===== src/rtl/mopshub_elink_pkg.sv =====
// Shared definitions for the e-link receive path: delimiter codes, frame
// geometry, error-counter width and the frame assembler FSM states.
package mopshub_elink_pkg;

  // Delimiter codes qualified by the byte strobe
  localparam logic [1:0] DELIM_DATA  = 2'b00;
  localparam logic [1:0] DELIM_SOP   = 2'b10;
  localparam logic [1:0] DELIM_EOP   = 2'b01;
  localparam logic [1:0] DELIM_COMMA = 2'b11;

  // Frame geometry: 10 bytes collected, low 76 bits form the frame
  localparam int FRAME_BYTES = 10;
  localparam int FRAME_BITS  = 76;

  // Width of the saturating error counter
  localparam int CNT_W = 8;

  // Byte counter is 4 bits wide and saturates at FRAME_BYTES
  localparam logic [3:0] BYTE_CNT_FULL = 4'(FRAME_BYTES);

  // Frame assembler FSM states
  typedef enum logic {
    ST_IDLE    = 1'b0,
    ST_COLLECT = 1'b1
  } asm_state_e;

endpackage


===== src/rtl/elink_frame_assembler.sv =====
// elink_frame_assembler: packs one SOP..EOP packet of decoded e-link bytes
// into a 76-bit frame and offers it on a valid/ready output register.
// Malformed packets are dropped and flagged with one-cycle error pulses.
// Optional feature: define ELINK_ASM_ERRCNT_EN to add the saturating err_cnt
// port and its counter.
module elink_frame_assembler
  import mopshub_elink_pkg::*;
(
  input  logic                  bitCLK,
  input  logic                  rst,
  input  logic [7:0]            data_in_8bit,
  input  logic [1:0]            delim_in,
  input  logic                  data_in_en,
  output logic [FRAME_BITS-1:0] frame_out,
  output logic                  frame_valid,
  input  logic                  frame_ready,
  output logic                  busy,
  output logic                  err_short,
  output logic                  err_long,
  output logic                  err_overflow
`ifdef ELINK_ASM_ERRCNT_EN
  ,
  output logic [CNT_W-1:0]      err_cnt
`endif
);

  asm_state_e            state_q, state_d;
  logic [3:0]            byte_cnt_q, byte_cnt_d;
  logic                  long_flag_q, long_flag_d;
  // Only the low 76 bits of the 80-bit collection window ever reach the
  // frame, so the top nibble of the first byte is never stored.
  logic [FRAME_BITS-1:0] shift_q, shift_d;
  logic [FRAME_BITS-1:0] frame_q, frame_d;
  logic                  frame_valid_q, frame_valid_d;
  logic                  err_short_q, err_short_d;
  logic                  err_long_q, err_long_d;
  logic                  err_overflow_q, err_overflow_d;
  logic                  commit;
  logic                  strobe;

  // Commas are invisible in every state, so they never form a strobe
  assign strobe = data_in_en && (delim_in != DELIM_COMMA);

  // Next-state, collection and output-register logic
  always_comb begin
    state_d        = state_q;
    byte_cnt_d     = byte_cnt_q;
    long_flag_d    = long_flag_q;
    shift_d        = shift_q;
    frame_d        = frame_q;
    frame_valid_d  = frame_valid_q && !frame_ready;
    err_short_d    = 1'b0;
    err_long_d     = 1'b0;
    err_overflow_d = 1'b0;
    commit         = 1'b0;

    if (strobe) begin
      unique case (state_q)
        ST_IDLE: begin
          // Stray data/EOP outside a packet is silently ignored
          if (delim_in == DELIM_SOP) begin
            state_d     = ST_COLLECT;
            byte_cnt_d  = 4'd0;
            long_flag_d = 1'b0;
          end
        end
        ST_COLLECT: begin
          unique case (delim_in)
            DELIM_DATA: begin
              if (byte_cnt_q < BYTE_CNT_FULL) begin
                shift_d    = {shift_q[FRAME_BITS-9:0], data_in_8bit};
                byte_cnt_d = byte_cnt_q + 4'd1;
              end else begin
                long_flag_d = 1'b1;
              end
            end
            DELIM_EOP: begin
              if ((byte_cnt_q == BYTE_CNT_FULL) && !long_flag_q) begin
                commit = 1'b1;
              end else if (long_flag_q) begin
                err_long_d = 1'b1;
              end else begin
                err_short_d = 1'b1;
              end
              state_d = ST_IDLE;
            end
            DELIM_SOP: begin
              // Restart: the partial packet is discarded
              err_short_d = 1'b1;
              byte_cnt_d  = 4'd0;
              long_flag_d = 1'b0;
            end
            default: ;
          endcase
        end
        default: state_d = ST_IDLE;
      endcase
    end

    // A good frame loads only if the holding register is free this cycle
    if (commit) begin
      if (!frame_valid_q || frame_ready) begin
        frame_d       = shift_q;
        frame_valid_d = 1'b1;
      end else begin
        err_overflow_d = 1'b1;
      end
    end
  end

  // State, data and pulse registers
  always_ff @(posedge bitCLK) begin
    if (rst) begin
      state_q        <= ST_IDLE;
      byte_cnt_q     <= 4'd0;
      long_flag_q    <= 1'b0;
      shift_q        <= '0;
      frame_q        <= '0;
      frame_valid_q  <= 1'b0;
      err_short_q    <= 1'b0;
      err_long_q     <= 1'b0;
      err_overflow_q <= 1'b0;
    end else begin
      state_q        <= state_d;
      byte_cnt_q     <= byte_cnt_d;
      long_flag_q    <= long_flag_d;
      shift_q        <= shift_d;
      frame_q        <= frame_d;
      frame_valid_q  <= frame_valid_d;
      err_short_q    <= err_short_d;
      err_long_q     <= err_long_d;
      err_overflow_q <= err_overflow_d;
    end
  end

  assign frame_out    = frame_q;
  assign frame_valid  = frame_valid_q;
  assign busy         = (state_q == ST_COLLECT);
  assign err_short    = err_short_q;
  assign err_long     = err_long_q;
  assign err_overflow = err_overflow_q;

`ifdef ELINK_ASM_ERRCNT_EN
  logic [CNT_W-1:0] err_cnt_q, err_cnt_d;
  logic             any_err;

  // Counter steps with the pulses it counts; coincident pulses count once
  assign any_err = err_short_d || err_long_d || err_overflow_d;

  // Saturating error count
  always_comb begin
    err_cnt_d = err_cnt_q;
    if (any_err && (err_cnt_q != {CNT_W{1'b1}})) begin
      err_cnt_d = err_cnt_q + 1'b1;
    end
  end

  // Error counter register
  always_ff @(posedge bitCLK) begin
    if (rst) begin
      err_cnt_q <= '0;
    end else begin
      err_cnt_q <= err_cnt_d;
    end
  end

  assign err_cnt = err_cnt_q;
`endif

endmodule


===== config.mk =====
export PLATFORM = sky130hd
export DESIGN_NAME = elink_frame_assembler
export DESIGN_NICKNAME = d
export VERILOG_FILES = /design/src/rtl/mopshub_elink_pkg.sv /design/src/rtl/elink_frame_assembler.sv
export SDC_FILE = /design/constraint.sdc
export NUM_CORES = 1
export LEC_CHECK = 0
export ABC_AREA = 0
export BUFFER_PORTS_ARGS = -buffer_cell sky130_fd_sc_hd__buf_2
export CORE_MARGIN = 2
export CORE_UTILIZATION = 60
export DETAILED_ROUTE_END_ITERATION = 10
export GPL_ROUTABILITY_DRIVEN = 0
export PLACE_DENSITY_LB_ADDON = 0.2
export SYNTH_ARGS = -nofsm -noshare
export SYNTH_HDL_FRONTEND = slang
export SYNTH_SLANG_ARGS = --single-unit

===== constraint.sdc =====
create_clock -name bitCLK -period 3.6 [get_ports bitCLK]
set_clock_uncertainty 0.1 [all_clocks]
set_input_delay 0.54 -clock bitCLK [delete_from_list [all_inputs] [get_ports bitCLK]]
set_output_delay 0.54 -clock bitCLK [all_outputs]
set_load 0.01 [all_outputs]

==> flow_summary.toml <==
[clock_network]
cts-root-buf = "clkbuf_8"
clk_latency_ns = 0.52
hold_buffers = 0
ctsResizeCount = 0
post_cts_buffers = 0
cts_tree = "yes"
clk_path_buf_depth = 2
clk_pin_slew_worst_paths_ns = 0.06
htree_levels = 4
cts_inserted_buffers = 17
cts.sinks = 162

[cells_and_area]
multi_input_area_um2 = 2381
syn_to_final_growth_pct = 17.90
final_cell_mix = "dfxtp_1 (162), nand2_1 (155), buf_2 (93), a21oi_1 (81), nor2_1 (79)"
final_common_cell = "dfxtp_1"
num-fill-cells = 775
post-route-cell-area_um2 = 6913
final_cells = 861
drive_gt1_share_pct = 18.68
fin_nets = 735
num_antenna_cells = 0
final_core_util_pct = 71.72
seq_area_um2 = 3243

[die]
die_y_um = 102.9
die_w_um = 102.9
fp.dieArea_um2 = 10580
io_pins = 95
core_um2 = 9639
rows = 36
start_util_pct = 60.83

[grt]
grtUsageTotal_pct = 24.25
grt_pass1_vias = 4193
antenna_found_initial = 0
grt_max_degree = 76
grt_pass1_wl_um = 19840
grt_overflow = 0

[drt]
route.detailed.drc = 0
drt-wirelength-per-cell_um = 14.21
drt-initial-drc-count = 177
drt_wl_total_um = 12240
postRouteAntennaNets = 0
vias = 4558
dr.pass1.iters = 4
vias_per_cell = 5.294

[critical_path]
slowest_stage = "nand4_1"
cp_max_fo = 21
criticalPathCategory = "reg2reg"
cp_cell_sequence = "o21ai_0, nand4_1, buf_4, nand2_1, a21oi_1"
critPathRequiredTime_ns = 3.87
cp.arrival_ns = 2.51
max_stage_delay_ns = 0.67
end_kind = "register"
critPathLaunchType = "register"

[synth]
yosys_warnings = 0
synth-main-ff-cell = "dfxtp_1"
synth_top_cell_area_share_pct = 55.31
async_reset_ff_share_pct = 0
synth_edf_count = 0
synth_area_per_cell_um2 = 9.204
syn_inst = 637
synth_area_um2 = 5863
ys_ff_latch = 162
synth.net_count = 657
synthTopCellsByArea = "dfxtp_1 (55%), mux2i_1 (13%), nand2_1 (9.9%)"
synth-seq-area-share_pct = 55.31
synth_largest_area_cell = "dfxtp_1"
synth.distinct_cells = 35

[pwr]
peakVddDrop_uv = 276.2
leakage_nw = 2.665
p_per_area_nw_per_um2 = 507.0

[sta]
tightest_slew_ns = 0.7744
hold_viol = 0
setup_violations = 0
slew_viol_final = 0
rsz0062_at_grt = "false"
slew_headroom_pct = 48.22
setup_tns_ns = 0
period_share_pct = 62.29
fmax_ghz = 0.4459
min_period_ns = 2.242

[place]
placed_cell_area_um2 = 6360
portBuffers = 94
hpwl_um = 7973
dp.cells = 829

[hold_path]
hold_class = "in2reg"

[run]
cap_viol_max_count = 0

[outcome]
status = "completed"
==> synth_stat cells, types with 3 or more instances <==
master	count
nand2b_1	4
ha_1	6
or3_1	3
nand2_1	155
inv_1	3
nor2b_1	3
a21oi_1	81
mux2i_1	76
clkbuf_1	24
buf_1	4
o21ai_0	4
buf_4	3
dfxtp_1	162
buf_2	7
buf_8	4
nor2_1	79
==> cell families (layout without fill, tap and decap cells) <==
group | after synthesis | after routing | synth area share, %
fa+ha+maj | 6 | 6 | 1.280
compound gates | 93 | 93 | 8.408
buf+inv | 46 | 137 | 4.183
flops | 162 | 162 | 55.31
mux | 76 | 76 | 12.97
simple gates | 254 | 254 | 17.84
==> critical path, delay by kind of cell, from the launching register on <==
kind,cells,cell delay (ns)
AND/OR/NAND/NOR,2,0.77
buffers and inverters,1,0.47
AO/OA/AOI/OAI,2,0.38
flip-flops,1,0.36
==> power breakdown <==
group / switching, mW / internal (mW)
logic: 0.0423 / 0.0142
clock network: 0.699 / 0.954
registers: 0.00170 / 1.79
==> layer usage <==
layer | wire (um) | track usage [%] | vias to the layer above
li1 | - | - | 2259
met1 | 5308 | 30.40 | 2179
met2 | 6147 | 41.03 | 108
met3 | 610 | 5.559 | 12
met4 | 170 | 9.109 | 0
met5 | 0 | 0 | -
==> flip-flops by register name, summed over array words and instances, names as in the netlist <==
signal / cells
busy: 1
byte_cnt_q: 4
err_long: 1
err_overflow: 1
err_short: 1
frame_out: 76
frame_valid: 1
long_flag_q: 1
shift_q: 76
==> per-stage QoR <==
stage	hold slack, ns	setup WS [ns]	power [mW]
after floorplan	0.3360	1.547	1.874
after global placement	0.3486	0.9863	1.890
after detailed placement	0.3586	0.9121	1.891
after CTS	0.1460	1.393	3.523
after global routing	0.1561	1.190	3.612
final	0.1544	1.358	3.505
==> final timing paths <==
check | start | end | slack, ns | cells after the start
setup / recovery | byte_cnt_q[1] | shift_q[20] | 1.36 | 5
hold / removal | data_in_8bit[7] | shift_q[7] | 0.15 | 3
setup reg to reg | byte_cnt_q[1] | shift_q[20] | 1.36 | 5
hold reg to reg | shift_q[73] | shift_q[73] | 0.36 | 2
==> layout make-up <==
| class | instances | area share [%] |
|---|---|---|
| clock buffers | 20 | 6.443 |
| clock inverters | 12 | 1.557 |
| inverters | 3 | 0.1629 |
| multi-input cells | 429 | 34.44 |
| flip-flops and latches | 162 | 46.91 |
| well taps | 133 | 2.407 |
| repair buffers | 102 | 8.072 |
Note: power is estimated with default switching activity, not from simulation.
